`config.mk`:
```
export PLATFORM = sky130hd
export DESIGN_NAME = multicycle_sequencer_flat
export DESIGN_NICKNAME = d
export VERILOG_FILES = /design/src/rtl/multicycle_sequencer_if.sv /design/src/rtl/multicycle_sequencer.sv /design/src/flat_wrapper.sv
export SDC_FILE = /design/constraint.sdc
export NUM_CORES = 1
export LEC_CHECK = 0
export ABC_AREA = 1
export CAP_MARGIN = 20
export CORE_UTILIZATION = 54
export DETAILED_ROUTE_END_ITERATION = 10
export PLACE_DENSITY = 0.85
export SLEW_MARGIN = 20
export SYNTH_ARGS = -nofsm -noshare
export SYNTH_HDL_FRONTEND = slang
export SYNTH_SLANG_ARGS = --single-unit
```
`constraint.sdc`:
```
create_clock -name clock -period 2.8 [get_ports clock]
set_input_delay 0.42 -clock clock [delete_from_list [all_inputs] [get_ports clock]]
set_output_delay 0.42 -clock clock [all_outputs]
set_load 0.01 [all_outputs]
```
`src/rtl/multicycle_sequencer_if.sv`:
```
// Memory handshake bundle for the multicycle sequencer.
// Instruction fetch and data access request/ready pairs.
interface multicycle_sequencer_if;
   logic imem_req;
   logic imem_ready;
   logic dmem_req;
   logic dmem_we;
   logic dmem_ready;

   modport master (
      output imem_req,
      output dmem_req,
      output dmem_we,
      input  imem_ready,
      input  dmem_ready
   );

   modport slave (
      input  imem_req,
      input  dmem_req,
      input  dmem_we,
      output imem_ready,
      output dmem_ready
   );
endinterface

```
`src/rtl/multicycle_sequencer.sv`:
```
// Multicycle control sequencer: fetch/decode/execute/memory/writeback
// with memory-ready timeout, sticky error and retirement counter.
module multicycle_sequencer #(
   parameter int unsigned TIMEOUT = 15
) (
   input  logic                         clock,
   input  logic                         reset,
   multicycle_sequencer_if.master       mem,
   input  logic                         readmem,
   input  logic                         writemem,
   input  logic                         writereg,
   input  logic [1:0]                   selbrjumpz,
   input  logic                         branch_taken,
   output logic                         ir_write,
   output logic                         regfile_write,
   output logic                         pc_write,
   output logic                         pc_sel,
   output logic [2:0]                   state,
   output logic                         error,
   output logic [15:0]                  instr_count
);

   typedef enum logic [2:0] {
      S_FETCH     = 3'd0,
      S_DECODE    = 3'd1,
      S_EXECUTE   = 3'd2,
      S_MEMORY    = 3'd3,
      S_WRITEBACK = 3'd4,
      S_RSV5      = 3'd5,
      S_RSV6      = 3'd6,
      S_ERROR     = 3'd7
   } state_e;

   localparam logic [3:0] TMO = 4'(TIMEOUT);

   state_e      state_q, state_d;
   logic [3:0]  wait_q, wait_d;
   logic        rd_q, rd_d;
   logic        wr_q, wr_d;
   logic        wb_q, wb_d;
   logic [1:0]  sel_q, sel_d;
   logic [15:0] count_q, count_d;

   logic imem_req_c;
   logic ir_write_c;
   logic dmem_req_c;
   logic dmem_we_c;
   logic rf_write_c;
   logic pc_write_c;
   logic pc_sel_c;

   always_ff @(posedge clock or posedge reset) begin
      if (reset) begin
         state_q <= S_FETCH;
         wait_q  <= 4'd0;
         rd_q    <= 1'b0;
         wr_q    <= 1'b0;
         wb_q    <= 1'b0;
         sel_q   <= 2'd0;
         count_q <= 16'd0;
      end else begin
         state_q <= state_d;
         wait_q  <= wait_d;
         rd_q    <= rd_d;
         wr_q    <= wr_d;
         wb_q    <= wb_d;
         sel_q   <= sel_d;
         count_q <= count_d;
      end
   end

   always_comb begin
      state_d    = state_q;
      wait_d     = wait_q;
      rd_d       = rd_q;
      wr_d       = wr_q;
      wb_d       = wb_q;
      sel_d      = sel_q;
      imem_req_c = 1'b0;
      ir_write_c = 1'b0;
      dmem_req_c = 1'b0;
      dmem_we_c  = 1'b0;
      rf_write_c = 1'b0;
      pc_write_c = 1'b0;
      pc_sel_c   = 1'b0;

      unique case (state_q)
         S_FETCH: begin
            imem_req_c = 1'b1;
            if (mem.imem_ready) begin
               ir_write_c = 1'b1;
               state_d    = S_DECODE;
            end else if (wait_q == TMO) begin
               state_d = S_ERROR;
            end else begin
               wait_d = wait_q + 4'd1;
            end
         end
         S_DECODE: begin
            rd_d    = readmem;
            wr_d    = writemem;
            wb_d    = writereg;
            sel_d   = selbrjumpz;
            state_d = S_EXECUTE;
         end
         S_EXECUTE: begin
            if (sel_q != 2'd0) begin
               pc_write_c = 1'b1;
               pc_sel_c   = branch_taken;
               state_d    = S_FETCH;
            end else if (rd_q || wr_q) begin
               state_d = S_MEMORY;
            end else if (wb_q) begin
               state_d = S_WRITEBACK;
            end else begin
               pc_write_c = 1'b1;
               state_d    = S_FETCH;
            end
         end
         S_MEMORY: begin
            dmem_req_c = 1'b1;
            // a load takes precedence when both were decoded
            dmem_we_c  = wr_q & ~rd_q;
            if (mem.dmem_ready) begin
               if (rd_q) begin
                  state_d = S_WRITEBACK;
               end else begin
                  pc_write_c = 1'b1;
                  state_d    = S_FETCH;
               end
            end else if (wait_q == TMO) begin
               state_d = S_ERROR;
            end else begin
               wait_d = wait_q + 4'd1;
            end
         end
         S_WRITEBACK: begin
            rf_write_c = wb_q;
            pc_write_c = 1'b1;
            state_d    = S_FETCH;
         end
         S_ERROR: begin
            state_d = S_ERROR;
         end
         default: begin
            state_d = S_ERROR;
         end
      endcase

      // every change of state starts a fresh wait window
      if (state_d != state_q) begin
         wait_d = 4'd0;
      end
   end

   assign mem.imem_req  = imem_req_c & ~reset;
   assign mem.dmem_req  = dmem_req_c & ~reset;
   assign mem.dmem_we   = dmem_we_c  & ~reset;
   assign ir_write      = ir_write_c & ~reset;
   assign regfile_write = rf_write_c & ~reset;
   assign pc_write      = pc_write_c & ~reset;
   assign pc_sel        = pc_sel_c   & ~reset;

   assign count_d     = pc_write ? count_q + 16'd1 : count_q;
   assign instr_count = count_q;
   assign state       = state_q;
   assign error       = (state_q == S_ERROR);

endmodule

```
`src/flat_wrapper.sv`:
```
// flat-port wrapper written by rule: the top's interface ports become plain ports
module multicycle_sequencer_flat 
#(
   parameter int unsigned TIMEOUT = 15
)
  (clock, reset, readmem, writemem, writereg, selbrjumpz, branch_taken, ir_write, regfile_write, pc_write, pc_sel, state, error, instr_count, mem_imem_req, mem_dmem_req, mem_dmem_we, mem_imem_ready, mem_dmem_ready);
  multicycle_sequencer_if mem_i ();
  input  logic clock;
  input  logic reset;
  input  logic readmem;
  input  logic writemem;
  input  logic writereg;
  input  logic [1:0] selbrjumpz;
  input  logic branch_taken;
  output logic ir_write;
  output logic regfile_write;
  output logic pc_write;
  output logic pc_sel;
  output logic [2:0] state;
  output logic error;
  output logic [15:0] instr_count;
  output wire logic [$bits(mem_i.imem_req)-1:0] mem_imem_req;
  output wire logic [$bits(mem_i.dmem_req)-1:0] mem_dmem_req;
  output wire logic [$bits(mem_i.dmem_we)-1:0] mem_dmem_we;
  input wire logic [$bits(mem_i.imem_ready)-1:0] mem_imem_ready;
  input wire logic [$bits(mem_i.dmem_ready)-1:0] mem_dmem_ready;
  assign mem_imem_req = mem_i.imem_req;
  assign mem_dmem_req = mem_i.dmem_req;
  assign mem_dmem_we = mem_i.dmem_we;
  assign mem_i.imem_ready = mem_imem_ready;
  assign mem_i.dmem_ready = mem_dmem_ready;
  multicycle_sequencer #(.TIMEOUT(TIMEOUT)) u_core (.clock(clock), .reset(reset), .mem(mem_i), .readmem(readmem), .writemem(writemem), .writereg(writereg), .selbrjumpz(selbrjumpz), .branch_taken(branch_taken), .ir_write(ir_write), .regfile_write(regfile_write), .pc_write(pc_write), .pc_sel(pc_sel), .state(state), .error(error), .instr_count(instr_count));
endmodule
```
After elaboration in Yosys (flattened, before gate mapping) --
Cells that the tools add are included. Widths: inputs -> output; s select.
Storage, ports and cells: bits in writable memories 0, logic and storage cells 60, memories 0, bits of input ports 10, register bits 28, bits in latches 0, memory bits (read-only) 0, output and inout bits 27
Operators by class: div/mod/pow operators 0, $add $sub $neg 2, reduce and logical (&&, ||, !) cells 5, equal/unequal tests 9, bitwise gates (word level) 10, $mul 0, magnitude comparators 0, shift-type cells 0, multiplexer cells 27
Operator list (count):
- $mux 3 | 7
- $add 16x1->16 const B | 1
- $mux 4 | 4
- $pmux 3 s5 | 1
- $mux 1 | 13
- $and 1x1->1 | 8
- $pmux 4 s2 | 1
- $eq 3x2->1 const B | 2
- $eq 3x3->1 const B | 2
- $ne 3x2->1 const B | 2
- $add 4x1->4 const B | 1
- $eq 4x4->1 const B | 1
- $eq 3x1->1 const B | 1
- $logic_not 3->1 | 1
- $ne 3x3->1 | 1
- $pmux 1 s3 | 1
- $reduce_and 3->1 | 1
- $reduce_bool 3->1 | 1
- $not 1->1 | 2
- $reduce_bool 2->1 | 1
- $logic_or 1x1->1 | 1

Depth between registers and ports, before layout --
Gate-level depths: netlist of run 1.
depth after elaboration 7, gate-level depth with buffers 11, gate-level depth less buffers 11

Least setup slack after synthesis of run 1 --
Ideal clock, no wire load.
kind input to output, from input reset, to output pc_write, cell stages on the path 4, data arrival time 1.456 ns, path buffers 1, path slack 0.924 ns, path through inv_1 > nand2_4 > inv_4 > buf_6
Between the ends: cells in the longest elaborated chain, start to end 2
Ends and longest elaborated chain:
- start: declaration | line flat_wrapper.sv:9 | input logic reset;
- $not 1->1 | line multicycle_sequencer.sv:161 | assign pc_write = pc_write_c & ~reset;
- $and 1x1->1 | line multicycle_sequencer.sv:161
- end: declaration | line flat_wrapper.sv:17 | output logic pc_write;
Every way passes these cells.

Worst setup path after layout of run 1 --
from register u_core.state_q[0], in the netlist u_core.state[0], to output pc_write
Between the ends: cells in the longest elaborated chain, start to end 3, elaborated cells on any way between the ends 5, those cells by class 3 x eq/ne; 1 x mux; 1 x bitwise
Ends and longest elaborated chain:
- start: declaration | line multicycle_sequencer.sv:36 | state_e state_q, state_d;
- start signal: assignment | line multicycle_sequencer.sv:62 | state_q <= state_d;
- $eq 3x3->1 or $eq 3x2->1 (tied branches) | line multicycle_sequencer.sv:87 | unique case (state_q)
- $pmux 1 s3 * | line multicycle_sequencer.sv:87
- $and 1x1->1 * | line multicycle_sequencer.sv:161
Every way passes the cells marked *; elsewhere a longest branch is shown, timed or not.

==> results of run 1 <==
cell type report:
type                    instances  area [sq um]
multi-input cells             173           872
fillers                       239           732
flip-flops and latches         28           701
repair buffers                 39           383
inverters                      19          73.8
well taps                      31          38.8
clock inverters                 1          30.0
clock buffers                   3          22.5
critical path, cell delays in order, from the launching register on:
cell	delay (ns)
dfrtp_1	0.48
inv_1	0.17
nand2_1	0.06
nor2_1	0.16
nand3_1	0.10
nand2_1	0.12
nand2_4	0.07
inv_4	0.13
clkdlybuf4s50_1	0.55
power by group through the flow:
stage	clock network (mW)	logic, mW	registers, mW
after global routing	0.286	0.0698	0.425
final	0.264	0.0629	0.424
after floorplan	0	0.0222	0.433
after global placement	0	0.0621	0.431
after detailed placement	0	0.0632	0.432
after CTS	0.267	0.0637	0.424
through the flow:
| step | hold WS (ns) | util [%] |
|---|---|---|
| floorplan | 0.493 | - |
| global placement | 0.509 | 72.5 |
| detailed placement | 0.504 | 72.5 |
| CTS | 0.507 | 74.3 |
| global route | 0.522 | 74.3 |
| finish | 0.509 | 74.3 |
cells in the mapped netlist:
| cell | instances |
|---|---|
| a21oi_1 | 1 |
| a21oi_2 | 1 |
| a22o_1 | 1 |
| and3_1 | 1 |
| buf_6 | 3 |
| dfrtp_1 | 28 |
| ha_1 | 2 |
| inv_1 | 17 |
| inv_2 | 1 |
| inv_4 | 1 |
| mux2_2 | 1 |
| nand2_1 | 72 |
| nand2_2 | 1 |
| nand2_4 | 1 |
| nand3_1 | 15 |
| nand3_2 | 1 |
| nand4_1 | 3 |
| nor2_1 | 36 |
| nor2_2 | 1 |
| nor2_4 | 1 |
| nor3_1 | 2 |
| nor3_2 | 2 |
| nor4_1 | 1 |
| o21ai_0 | 10 |
| o21ai_1 | 1 |
| or2_2 | 1 |
| xnor2_1 | 3 |
| xnor2_2 | 1 |
| xor2_1 | 14 |
routing by layer:
| metal | global-route usage [%] | vias to the layer above |
|---|---|---|
| met5 | 0 | - |
| met3 | 4.46 | 2 |
| li1 | - | 786 |
| met4 | 7.48 | 0 |
| met1 | 32.5 | 720 |
| met2 | 40.5 | 49 |
worst paths after layout:
kind,end,slack (ns),from
setup / recovery,pc_write,0.21,u_core.state[0]
hold / removal,u_core.sel_q[0],0.51,reset
setup reg to reg,u_core.instr_count[14],1.02,u_core.instr_count[0]
hold reg to reg,u_core.instr_count[8],0.54,u_core.instr_count[8]
max in group asynchronous,u_core.wait_q[3],1.77,reset
min in group clock,u_core.instr_count[8],0.54,u_core.instr_count[8]
cell families (layout without fill, tap and decap cells):
family                     after synthesis  in the layout  synth area share, %
and+or+nand+nor                        138            138                 35.3
DFF                                     28             28                 41.7
buffers and inverters                   22             62                 6.40
xor gates and xnor gates                18             18                 9.83
AOI/OAI and AO/OA                       14             14                 4.62
adders and majority gates                2              2                 1.49
muxes                                    1              1                0.670
registers in the layout, summed over array words and instances, names as in the netlist:
register and cells:
u_core.sel_q 2, u_core.wb_q 1, u_core.wr_q 1, u_core.rd_q 1
u_core.instr_count 16, u_core.wait_q 4, u_core.state 3
==> metrics, run 1 <==
CTS Hold Bufs=0; WL met1=1640 um; HPWL Detailed=2770 um; Final setup viols=0; count of pins over their slew limit=0; type of origin of the critical path=flip-flop; worst min path class=primary input to async pin; final instance area=2120 sq um; most frequent cells in the layout=72 x nand2_1, 36 x nor2_1, 36 x clkdlybuf4s50_1, 28 x dfrtp_1, 17 x inv_1; clock root buffer=clkbuf_4; Post-CTS Setup Inserts=0; arrival time at the worst endpoint=2.17 ns; switch share=21.2%; final period utilization=92.5%; Resize count post-CTS=0; Slew headroom=63.4%; Antenna diodes=0; Layout area overhead=26.2%; Reg clk slew, reported paths=0.15 ns; Synth cell types=29; Die Wd=57.8 um; P_int=0.591 mW; All-Layer GR Usage=24.3%; Mapped Nets=235; RSZ-0062 raised after global routing=false; DRT iter0 DRCs=63; DR WL/cell=12.3 um; Critical Path End Type=output port; antenna violations before repair=0; final worst slack=0.209 ns; Yosys top cell by area=dfrtp_1; die height=57.8 um; Total Power=0.751 mW; Flop pwr share=56.5%; Crit Path Category=flip-flop to output port; layout net count=276; global-route wire length before repair=6270 um; largest net degree at the start of global routing=18; pwr dens=354 nW/um^2; WP data required=2.38 ns; Boundary Pins=37; top post-synthesis cells by area=dfrtp_1 42%, nand2_1 16%, nor2_1 8.0%, xor2_1 7.3%, nand3_1 4.5%; Place WS=0.335 ns; critical path peak fanout=14; met3 routed WL=203 um; placed insts=290; Comb pwr share=8.4%; vias in the first global route=1442; flops & latches, synth=28; status=finished, violations left; Reg2Reg Depth=6; NetSw=0.159 mW; TritonCTS clock tree=done; sequential share of the synthesized area=41.7%; Lkg Pwr=1.01 nW; layout cells sized above 1=7.60%; GR Overflow Total=0; clock network fraction of design power=35.1%; DR vias/cell=5.30; top routing layer in use=met4; most common cell after layout, fill and taps aside=nand2_1; PortBufs=36; clk sinks=28; failing checks=design-rule violations; post-route insts no fill=294; actual slew at the worst max-slew pin=0.546 ns; CTS Buf Count=3; Max Cap Viol=0; met2 wire len=1760 um; core area=2850 sq um; final hold vios=0; post-synthesis cell count=223; Vias=1557; top-area cell type share of the netlist area=41.7%; Clk Latency, worst-skew pair=0.33 ns; Die Footprint=3340 sq um; synthesis warning total=0; Worst Skew=0.00229 ns; drc violations=3; Final Wtd Congestion=0.884; H-tree lvl count=1; fmax=386 MHz; starting density of the core=58.9%; Antenna Nets Post-Route=0; Placed Instance Area=2070 sq um; drt pass-1 iters=7; Fin Setup TNS=0 ns; Row Count=19; maximum vdd drop=0.000426 V; Avg Cell Area, Syn=7.54 sq um; worst-case clock buffer depth=2; Final min period=2.59 ns; drt total wl=3620 um; Post-Syn Area=1680 sq um
(Power assumes the default switching activity.)
==> run 2: changes to the inputs <==
- RECOVER_POWER: unset -> 50
==> run 2 against run 1 <==
The run still ends with design-rule violations left. Power shrank 0.11%. Sequential share of layout area grew 0.37 points. Worst hold slack gained 0.021 ns. Global-route usage is the same. Combinational power shrank 3%. Critical path type is now primary input to output port. Largest cell class unchanged.
==> metrics, run 2 (synthesis results as in run 1) <==
status=finished, violations left; failing checks=design-rule violations; Fin Setup TNS=0 ns (unchanged); most common cell after layout, fill and taps aside=nand2_1; count of pins over their slew limit=0 (unchanged); Row Count=19 (unchanged); vias in the first global route=1442 (unchanged); Final setup viols=0 (unchanged); HPWL Detailed=2770 um (unchanged); Antenna diodes=0 (unchanged); Place WS=0.335 ns (unchanged); DRT iter0 DRCs=66 (+4.8%); GRT met1 Usage=32.5% (unchanged); FILL cells=248 (+3.8%); Hold Worst Slack=0.529 ns (+0.0207 ns); CTS Buf Count=3 (unchanged); Worst Skew=0.00212 ns (-0.000171 ns); placed insts=290 (unchanged); Vias=1540 (-1.1%); DR vias/cell=5.24 (-1.1%); drc violations=3 (unchanged); critical path peak fanout=14 (unchanged); clock root buffer=clkbuf_4; PortBufs=36 (unchanged); worst-case clock buffer depth=2 (unchanged); pwr dens=358 nW/um^2 (+1.0%); Final min period=2.61 ns (+0.0225 ns); Boundary Pins=37 (unchanged); H-tree lvl count=1 (unchanged); GRT Max-Usage Layer=met2; Max Cap Viol=0 (unchanged); post-route insts no fill=294 (unchanged); Clk Latency, worst-skew pair=0.33 ns (about the same); All-Layer GR Usage=24.3% (unchanged); clk sinks=28 (unchanged); Resize count post-CTS=0 (unchanged); Layout area overhead=24.8%; Slew headroom=38.6% (-25 points); arrival time at the worst endpoint=2.19 ns (+0.02 ns); Crit Path Category=primary input to output port; largest net degree at the start of global routing=18 (unchanged); GR Overflow Total=0 (unchanged); antenna violations before repair=0 (unchanged); Die Wd=57.8 um (unchanged); final worst slack=0.186 ns (-0.0225 ns); Final Wtd Congestion=0.884 (unchanged); final period utilization=93.3% (+0.80 points); grt met2 use=40.5% (unchanged); WP data required=2.38 ns (about the same); Critical Path End Type=output port; Total Power=0.750 mW (-0.11%); Reg clk slew, reported paths=0.15 ns (about the same); Antenna Nets Post-Route=0 (unchanged); most frequent cells in the layout=73 x nand2_1, 36 x nor2_1, 35 x clkdlybuf4s50_1, 28 x dfrtp_1, 17 x inv_1; Lkg Pwr=0.989 nW (-1.6%); layout cells sized above 1=5.70% (-1.9 points); worst min path class=flip-flop to flip-flop; maximum vdd drop=0.000427 V (about the same); starting density of the core=58.9% (unchanged); actual slew at the worst max-slew pin=0.913 ns (+0.368 ns); drt pass-1 iters=7 (unchanged); Die Footprint=3340 sq um (unchanged); max FFs per register=16 (unchanged); DR WL/cell=12.4 um (+0.77%); fmax=383 MHz (-0.86%); CTS Hold Bufs=0 (unchanged); final hold vios=0 (unchanged); type of origin of the critical path=primary input; met3 Usage GRT=4.46% (unchanged); global-route wire length before repair=6270 um (unchanged); RSZ-0062 raised after global routing=false; Post-CTS Setup Inserts=0 (unchanged); core area=2850 sq um (unchanged); TritonCTS clock tree=done; die height=57.8 um (unchanged); drt total wl=3650 um (+0.77%); layout net count=276 (unchanged)
-- run 2: cell count changes in the layout (fill, tap and decap cells not counted), sizes merged --
| cell | change |
|---|---|
| buf | -2 |
| dlygate4sd3 | +1 |
| clkbuf | +2 |
| clkdlybuf4s50 | -1 |
-- run 2: worst max-delay path, cell delays in order --
cell and delay [ns]:
dlygate4sd3_1 0.64, inv_1 0.25, nand2_1 0.17, inv_4 0.16, clkdlybuf4s50_1 0.55
-- run 2: where the power goes --
part | switching [mW] | total [mW] | internal, mW
clock | 0.120 | 0.265 | 0.145
sequential | 0.0115 | 0.424 | 0.412
combinational | 0.0284 | 0.0611 | 0.0327
-- run 2: layout make-up --
cell class	instances	area [sq um]	area share [%]
timing repair buffer	39	375	17.9
sequential	28	701	33.4
inverter	19	73.8	3.52
multi-input combinational	173	856	40.8
tap	31	38.8	1.85
clock buffer	3	22.5	1.07
clock inverter	1	30.0	1.43
-- run 2: worst paths after layout --
check / start / to / slack (ns) / depth (start not counted)
min reg2reg: u_core.instr_count[3] / u_core.instr_count[3] / 0.53 / 1
max in group asynchronous: reset / u_core.wait_q[3] / 1.15 / 3
min: u_core.instr_count[3] / u_core.instr_count[3] / 0.53 / 1
max: reset / pc_write / 0.19 / 5
max reg2reg: u_core.state[0] / u_core.wait_q[3] / 0.89 / 7
min in group asynchronous: reset / u_core.sel_q[0] / 0.57 / 2
-- run 2: per-layer routing --
metal,routed length [um],part of all wire [%]
met1,1660,46
met2,1790,49
met3,172,4.7
met4,25,0.68
met5,0,0
-- run 2: through the flow --
stage          util [%]  instance area (sq um)
6_report           73.5                   2100
5_1_grt            73.5                   2100
4_1_cts            74.3                   2120
3_5_place_dp       72.5                   2070
3_3_place_gp       72.5                   2070
2_1_floorplan         -                   1680
